**src/rtl/pwm_duty_ramp_if.sv**
```systemverilog
// pwm_duty_ramp_if: command, abort and duty/status bundle for the duty ramp sequencer
interface pwm_duty_ramp_if #(
    parameter int BIT_WIDTH = 3,
    parameter int IVL_WIDTH = 8
);
    logic [BIT_WIDTH-1:0] max_value;
    logic                 cmd_valid;
    logic                 cmd_ready;
    logic [BIT_WIDTH-1:0] cmd_target;
    logic [BIT_WIDTH-1:0] cmd_step;
    logic [IVL_WIDTH-1:0] cmd_interval;
    logic                 abort;
    logic [BIT_WIDTH-1:0] duty;
    logic                 busy;
    logic                 done;
    modport master (
        output max_value, cmd_valid, cmd_target, cmd_step, cmd_interval, abort,
        input  cmd_ready, duty, busy, done
    );
    modport slave (
        input  max_value, cmd_valid, cmd_target, cmd_step, cmd_interval, abort,
        output cmd_ready, duty, busy, done
    );
endinterface

```
**src/rtl/pwm_duty_ramp.sv**
```systemverilog
// pwm_duty_ramp: walks a PWM duty value toward a commanded target,
// changing it only on PWM period boundaries.
module pwm_duty_ramp #(
    parameter int BIT_WIDTH = 3,
    parameter int IVL_WIDTH = 8
) (
    input logic clk,
    input logic rst_n,
    pwm_duty_ramp_if.slave bus
);
    typedef enum logic [1:0] {IDLE, UP, DOWN} state_t;
    state_t               state;
    logic [BIT_WIDTH-1:0] pcnt, duty, tgt, stp, cmd_tgt, cmd_stp, nxt;
    logic [IVL_WIDTH-1:0] ivl, icnt;
    logic [BIT_WIDTH:0]   sum, diff;
    logic                 tick, done;
    assign tick    = pcnt == bus.max_value;
    assign cmd_tgt = bus.cmd_target > bus.max_value ? bus.max_value : bus.cmd_target;
    assign cmd_stp = bus.cmd_step == '0 ? {{(BIT_WIDTH-1){1'b0}}, 1'b1} : bus.cmd_step;
    assign sum     = {1'b0, duty} + {1'b0, stp};
    assign diff    = {1'b0, duty} - {1'b0, stp};
    // one extra bit catches both overflow past the top and underflow below 0
    always_comb begin
        nxt = state == UP ? (sum > {1'b0, tgt} ? tgt : sum[BIT_WIDTH-1:0])
                          : (diff[BIT_WIDTH] || diff[BIT_WIDTH-1:0] < tgt ? tgt : diff[BIT_WIDTH-1:0]);
    end
    always_ff @(posedge clk or negedge rst_n) begin
        if (!rst_n)
            pcnt <= '0;
        else
            pcnt <= pcnt >= bus.max_value ? '0 : pcnt + 1'b1;
    end
    always_ff @(posedge clk or negedge rst_n) begin
        if (!rst_n) begin
            state <= IDLE;
            duty  <= '0;
            done  <= 1'b0;
            tgt   <= '0;
            stp   <= '0;
            ivl   <= '0;
            icnt  <= '0;
        end else begin
            done <= 1'b0;
            if (state == IDLE) begin
                if (bus.cmd_valid) begin
                    tgt   <= cmd_tgt;
                    stp   <= cmd_stp;
                    ivl   <= bus.cmd_interval;
                    icnt  <= '0;
                    state <= cmd_tgt > duty ? UP : cmd_tgt < duty ? DOWN : IDLE;
                    done  <= cmd_tgt == duty;
                end
            end else begin
                if (tick) begin
                    if (icnt == ivl) begin
                        duty <= nxt;
                        icnt <= '0;
                        if (nxt == tgt) begin
                            state <= IDLE;
                            done  <= !bus.abort;
                        end
                    end else
                        icnt <= icnt + 1'b1;
                end
                // abort overrides completion: duty may still land on target, but no done
                if (bus.abort)
                    state <= IDLE;
            end
        end
    end
    assign bus.duty      = duty;
    assign bus.done      = done;
    assign bus.cmd_ready = state == IDLE;
    assign bus.busy      = state != IDLE;
endmodule
```
**src/flat_wrapper.sv**
```systemverilog
// flat-port wrapper written by rule: the top's interface ports become plain ports
module pwm_duty_ramp_flat 
#(
    parameter int BIT_WIDTH = 3,
    parameter int IVL_WIDTH = 8
)
  (clk, rst_n, bus_max_value, bus_cmd_valid, bus_cmd_target, bus_cmd_step, bus_cmd_interval, bus_abort, bus_cmd_ready, bus_duty, bus_busy, bus_done);
  pwm_duty_ramp_if #(.BIT_WIDTH(BIT_WIDTH), .IVL_WIDTH(IVL_WIDTH)) bus_i ();
  input logic clk;
  input logic rst_n;
  input wire logic [$bits(bus_i.max_value)-1:0] bus_max_value;
  input wire logic [$bits(bus_i.cmd_valid)-1:0] bus_cmd_valid;
  input wire logic [$bits(bus_i.cmd_target)-1:0] bus_cmd_target;
  input wire logic [$bits(bus_i.cmd_step)-1:0] bus_cmd_step;
  input wire logic [$bits(bus_i.cmd_interval)-1:0] bus_cmd_interval;
  input wire logic [$bits(bus_i.abort)-1:0] bus_abort;
  output wire logic [$bits(bus_i.cmd_ready)-1:0] bus_cmd_ready;
  output wire logic [$bits(bus_i.duty)-1:0] bus_duty;
  output wire logic [$bits(bus_i.busy)-1:0] bus_busy;
  output wire logic [$bits(bus_i.done)-1:0] bus_done;
  assign bus_i.max_value = bus_max_value;
  assign bus_i.cmd_valid = bus_cmd_valid;
  assign bus_i.cmd_target = bus_cmd_target;
  assign bus_i.cmd_step = bus_cmd_step;
  assign bus_i.cmd_interval = bus_cmd_interval;
  assign bus_i.abort = bus_abort;
  assign bus_cmd_ready = bus_i.cmd_ready;
  assign bus_duty = bus_i.duty;
  assign bus_busy = bus_i.busy;
  assign bus_done = bus_i.done;
  pwm_duty_ramp #(.BIT_WIDTH(BIT_WIDTH), .IVL_WIDTH(IVL_WIDTH)) u_core (.clk(clk), .rst_n(rst_n), .bus(bus_i));
endmodule
```
**config.mk**
```make
export PLATFORM = sky130hd
export DESIGN_NAME = pwm_duty_ramp_flat
export DESIGN_NICKNAME = d
export VERILOG_FILES = /design/src/rtl/pwm_duty_ramp_if.sv /design/src/rtl/pwm_duty_ramp.sv /design/src/flat_wrapper.sv
export SDC_FILE = /design/constraint.sdc
export NUM_CORES = 1
export LEC_CHECK = 0
export ABC_AREA = 1
export CAP_MARGIN = 20
export CORE_AREA = 2 2 75 59
export CTS_BUF_LIST = sky130_fd_sc_hd__clkbuf_4 sky130_fd_sc_hd__clkbuf_8
export CTS_CLUSTER_SIZE = 14
export DETAILED_ROUTE_END_ITERATION = 7
export DIE_AREA = 0 0 77 61
export PLACE_DENSITY = 0.82
export SLEW_MARGIN = 20
export SYNTH_ARGS = -nofsm -noshare
export SYNTH_HDL_FRONTEND = slang
export SYNTH_SLANG_ARGS = --single-unit
```
**constraint.sdc**
```tcl
create_clock -name clk -period 3.06 [get_ports clk]
set_input_delay 0.612 -clock clk [delete_from_list [all_inputs] [get_ports clk]]
set_output_delay 0.612 -clock clk [all_outputs]
set_load 0.03 [all_outputs]
```
; Word level (Yosys, flattened, before mapping)
; Index checks and enable logic that the tools add are counted.
[classes]
addsub = 4
order_cmp = 6
n_eq_ne = 6
n_mux = 23
n_bitwise = 1
n_reduce_logical = 13
[op_table]
columns = op, count
row1 = two-way mux 8 bit, 4
row2 = two-way mux 3 bit, 6
row3 = two-way mux 2 bit, 8
row4 = equality test 3 bit, 3
row5 = nonzero test 3 bit, 3
row6 = adder 8 x 1 -> 8 bit (second input constant), 1
row7 = equality test 8 bit, 1
row8 = > comparator 3 bit, 2
row9 = less-than comparator 3 bit, 2
row10 = two-way mux 1 bit, 5
row11 = adder 3 x 3 -> 4 bit, 1
row12 = > comparator 4 x 3 -> 1 bit, 1
row13 = AND reduction 2 bit, 2
row14 = AND reduction 4 bit, 1
row15 = nonzero test 2 bit, 2
row16 = subtractor 3 x 3 -> 4 bit, 1
row17 = adder 3 x 1 -> 3 bit (second input constant), 1
row18 = greater-or-equal comparator 3 bit, 1
row19 = zero test 3 bit, 1
row20 = AND reduction 3 bit, 1
row21 = equality test 2 x 1 -> 1 bit (second input constant), 1
row22 = zero test 2 bit, 1
row23 = != test 2 bit (second input constant), 1
row24 = zero test 1 bit, 1
row25 = other kinds (2), 2
[totals]
register_bits = 31
input_bits = 21
output_inout_bits = 6
elab_cells = 61

; Longest topological paths before layout
[logic_depth]
word_depth = 11
ltp_mapped = 19
depth_no_buf = 19

; Worst setup path after synthesis
; No wires, ideal clock.
[synth_path]
path_kind = register to register
startpoint = register u_core.duty[0] (netlist: u_core.bus.duty[0])
endpoint = register u_core.state[0]
setup_time_ps = 117
t_arrival_ps = 2630
required_ps = 2943
slack_ps = 314
path_stages_with_launch = 18
n_path_buf = 0
synth_period_minus_slack_ps = 2746
path_cell_list = dfrtp_1 -> inv_1 -> ha_1 -> fa_1 -> xnor2_1 -> ha_1 -> a21oi_1 -> nand2_1 -> nand2_2 -> nand2_1 -> o21ai_1 -> nand2_1 -> nand3_1 -> nand3_2 -> inv_2 -> nand2_2 -> nand3_1 -> nand2_1
[synth_via]
elab_chain_cells = 8
word_cells_on_any_way = 15
classes_between = 2 x add/sub / 3 x order compare / 1 x eq/ne / 6 x mux / 3 x reduce/logical
[synth_lines]
columns = item, line
row1 = from (decl), pwm_duty_ramp.sv:13  ; logic [BIT_WIDTH-1:0] pcnt, duty, tgt, stp, cmd_tgt, cmd_stp, nxt;
row2 = from (signal assigned), pwm_duty_ramp.sv:56  ; duty <= nxt;
row3 = subtractor 3 x 3 -> 4 bit, pwm_duty_ramp.sv:21  ; assign diff = {1'b0, duty} - {1'b0, stp};
row4 = less-than comparator 3 bit, pwm_duty_ramp.sv:25  ; : (diff[BIT_WIDTH] || diff[BIT_WIDTH-1:0] < tgt ? tgt : diff[BIT_WIDTH-1:0]);
row5 = logical OR 1 bit, pwm_duty_ramp.sv:25
row6 = two-way mux 3 bit, pwm_duty_ramp.sv:25
row7 = two-way mux 3 bit, pwm_duty_ramp.sv:24  ; nxt = state == UP ? (sum > {1'b0, tgt} ? tgt : sum[BIT_WIDTH-1:0])
row8 = equality test 3 bit, pwm_duty_ramp.sv:58  ; if (nxt == tgt) begin
row9 = nonzero test 3 bit (no source line), --
row10 = AND reduction 4 bit (no source line), --
row11 = to (signal assigned), pwm_duty_ramp.sv:50  ; state <= cmd_tgt > duty ? UP : cmd_tgt < duty ? DOWN : IDLE;
row12 = to (decl), pwm_duty_ramp.sv:12  ; state_t state;
; Several ways; a longest one is shown, not always the timed one. The select of a mux whose other input is x is not followed.
; A chain may end at the register's enable or synchronous reset.

; Final worst setup path
[layout_path]
startpoint = register u_core.duty[0] (netlist: u_core.bus.duty[0])
endpoint = register u_core.state[1]
; Same word-level chain as after synthesis.

==> summary.md <==
| Metric | Value |
|---|---|
| Max-Cap Viols | 0 |
| Die Footprint | 4700 um^2 |
| Routed len/inst | 12.9 um |
| Comb power frac | 67.2% |
| Crit Path Max Fanout | 5 |
| Worst setup endpoint | u_core.state[1]$_DFFE_PN0P_ |
| Rows | 20 |
| Critical path class | flop to flop |
| Final hold vios | 0 |
| P&R area growth vs syn | 18.9% |
| Share of cells above drive strength 1 | 13.0% |
| Final GP Congestion | 0.870 |
| Number of cells after detailed placement | 354 |
| Max_slew headroom | 73.5% |
| Fin crit period | 2.87 ns |
| WP data arrival | 3.11 ns |
| Unrepaired setup endpoints after global routing | false |
| Sequential power share | 22.3% |
| Largest net degree at the start of global routing | 32 |
| Cell-internal power | 1.56 mW |
| R2R depth | 16 |
| LEAKAGE | 1.31 nW |
| Clk sinks | 31 |
| HP Class | flop to flop |
| Max IR drop VDD | 0.000663 V |
| Final WS setup | 0.194 ns |
| F_max | 0.349 GHz |
| Post-Route WL | 4680 um |
| Die Width | 77 um |
| Hold Buf Count CTS | 0 |
| CTS Buf Count | 5 |
| Skew final | 0.0109 ns |
| Top cells by area, synth | dfrtp_1 35%, ha_1 12%, nand2_1 12% |
| Clk buf depth | 2 |
| R2R setup slack | 0.19 ns |
| First-pass GRT wire length | 8000 um |
| Crit path from | u_core.bus.duty[0]$_DFFE_PN0P_ |
| Most common cell after layout, fill and taps aside | nand2_1 |
| Dpl hpwl | 3520 um |
| Grt ovf | 0 |
| Synth warn | 0 |
| Final non-filler cell total | 362 |
| Worst Setup End Kind | flop |
| Worst-Skew Late Latency | 0.30 ns |
| Fillers | 345 |
| TritonCTS clock tree | done |
| Most frequent cells in the layout | 72 x nand2_1, 31 x dfrtp_1, 30 x inv_1 |
| Number of setup violations in the final report | 0 |
| P_sw | 1.64 mW |
| Die Y | 61 um |
| PwrDens | 1200 nW/um^2 |
| Crit path required time | 3.30 ns |
| Starting Density | 56.5% |
| Iteration-0 DRC Markers | 179 |
| Post-Syn Nets | 320 |
| Dpl ws | -0.00769 ns |
| Clk pin slew, worst setup/hold paths | 0.07 ns |
| Share of the synthesized area in the top cell type | 34.7% |
| Seq/Total Area, Yosys | 34.7% |
| DRC Markers | 0 |
| Worst Setup Start Kind | flop |
| Final nets | 352 |
| Via/cell ratio | 5.29 |
| DR vias | 1914 |
| #FFs+latches synth | 31 |
| Post-route clock period utilization | 93.7% |
| Core footprint | 3950 um^2 |
| Slew Viols, Final | 0 |
| H-tree levels | 2 |
| Clock share of power | 10.5% |
| Io pins | 27 |
| R2R Path End | u_core.state[1]$_DFFE_PN0P_ |
| Synth area leader | dfrtp_1 |
| Syn Area/Cell | 8.12 um^2 |
| Netlist Area Pre-Place | 2230 um^2 |
| Sw Ratio | 51.2% |
| Synth cell types | 34 |
| ANT nets after route | 0 |
| Initial antenna violation count | 0 |
| CTS Root Cell | clkbuf_8 |
| FF-to-FF Start | u_core.bus.duty[0]$_DFFE_PN0P_ |
| # diodes | 0 |
| Total global-route track usage | 21.7% |
| Mapped Cells | 275 |
| DR pass1 iterations | 4 |
| PortBufs | 26 |
| Status | complete, no violations |
| Slew @ Worst Pin | 0.397 ns |
| Vias in the first global route | 1786 |
==> how the worst min path moves through the flow <==
stage                                        start                         to  slack (ns)  cells after the start
after detailed placement  u_core.pcnt[0]$_DFF_PN0_   u_core.pcnt[0]$_DFF_PN0_        0.45                      1
after CTS                 u_core.pcnt[0]$_DFF_PN0_   u_core.pcnt[0]$_DFF_PN0_        0.46                      1
final                     u_core.pcnt[0]$_DFF_PN0_   u_core.pcnt[0]$_DFF_PN0_        0.46                      1
after global routing      u_core.pcnt[0]$_DFF_PN0_   u_core.pcnt[0]$_DFF_PN0_        0.48                      1
after global placement    u_core.pcnt[0]$_DFF_PN0_   u_core.pcnt[0]$_DFF_PN0_        0.45                      1
after floorplan                              rst_n  u_core.bus.done$_DFF_PN0_        0.32                      0
==> stage by stage <==
step / area (um^2) / total power [mW] / setup TNS [ns] / hold WS [ns] / utilization (%)
2_1_floorplan: 2230 / 2.35 / 0 / 0.316 / -
3_3_place_gp: 2550 / 2.70 / 0 / 0.450 / 64.5
3_5_place_dp: 2550 / 2.78 / -0.00769 / 0.452 / 64.5
4_1_cts: 2640 / 3.15 / 0 / 0.460 / 66.7
5_1_grt: 2660 / 3.53 / 0 / 0.477 / 67.2
6_report: 2660 / 3.20 / 0 / 0.456 / 67.2
==> area by class of cell <==
class                   count  area, um^2  area share (%)
multi-input cells         206        1320            49.6
clock buffers               6        82.6            3.11
repair buffers             28         275            10.4
clock inverters             1        5.00           0.188
inverters                  35         131            4.95
flip-flops and latches     31         776            29.2
well taps                  55        68.8            2.59
==> cells by family after synthesis <==
family | after synthesis | share of synthesized area, %
AOI/OAI and AO/OA | 36 | 9.75
adders and majority gates | 24 | 14.1
and+or+nand+nor | 132 | 29.2
DFF | 31 | 34.7
buffers and inverters | 38 | 6.72
xor gates and xnor gates | 14 | 5.49
==> synthesized netlist by cell type (all sizes together) <==
cell / number
fa: 2
inv: 35
nor3: 1
ha: 22
and2: 1
o22ai: 1
xnor2: 11
or2: 1
o21ai: 17
nand4: 3
a21oi: 13
nand2: 78
nand3: 24
a31oi: 1
xor2: 3
nor4b: 1
dfrtp: 31
o21bai: 1
nand3b: 2
a32o: 1
nor3b: 1
nor2: 20
o211ai: 2
clkbuf: 2
buf: 1
==> state kept, by name (all words and copies together) (netlist names) <==
signal	cells
u_core.icnt	8
u_core.state	2
u_core.ivl	8
u_core.stp	3
u_core.tgt	3
u_core.pcnt	3
u_core.bus.done	1
u_core.bus.duty	3
==> worst max-delay path, stage by stage (launching register included) <==
cell      delay (ns)
dfrtp_1         0.40
inv_1           0.08
ha_1            0.25
fa_2            0.40
xnor2_2         0.15
ha_1            0.31
a21oi_1         0.15
nand2_1         0.11
nand2_2         0.13
nand2_1         0.08
o21ai_1         0.10
nand2_1         0.09
nand3_1         0.10
nand3_2         0.09
o21bai_2        0.20
nand2_1         0.11
nand2_1         0.07
==> power groups by stage <==
stage / Clock (mW) / Combinational (mW) / Sequential [mW]
final: 0.336 / 2.15 / 0.714
after floorplan: 0 / 1.63 / 0.721
after global routing: 0.353 / 2.44 / 0.736
after detailed placement: 0 / 2.06 / 0.719
after global placement: 0 / 1.99 / 0.715
after CTS: 0.333 / 2.10 / 0.714
==> per-layer routing <==
metal | global-route usage [%] | share of wire, % | vias to the layer above | routed length [um]
met5 | 0 | 0 | - | 0
met4 | 8.42 | 2.2 | 0 | 101
met3 | 4.91 | 6.1 | 11 | 286
met2 | 33.1 | 42 | 64 | 1990
met1 | 30.7 | 49 | 881 | 2300
li1 | - | - | 958 | -
==> repair_timing <==
| action | 4_1_cts | 5_1_grt |
|---|---|---|
| buffers inserted | 0 | 1 |
| gates resized for setup | 0 | 2 |
| endpoints found under the setup margin | 0 | 1 |
No activity file was read; power rests on OpenSTA's default activity.
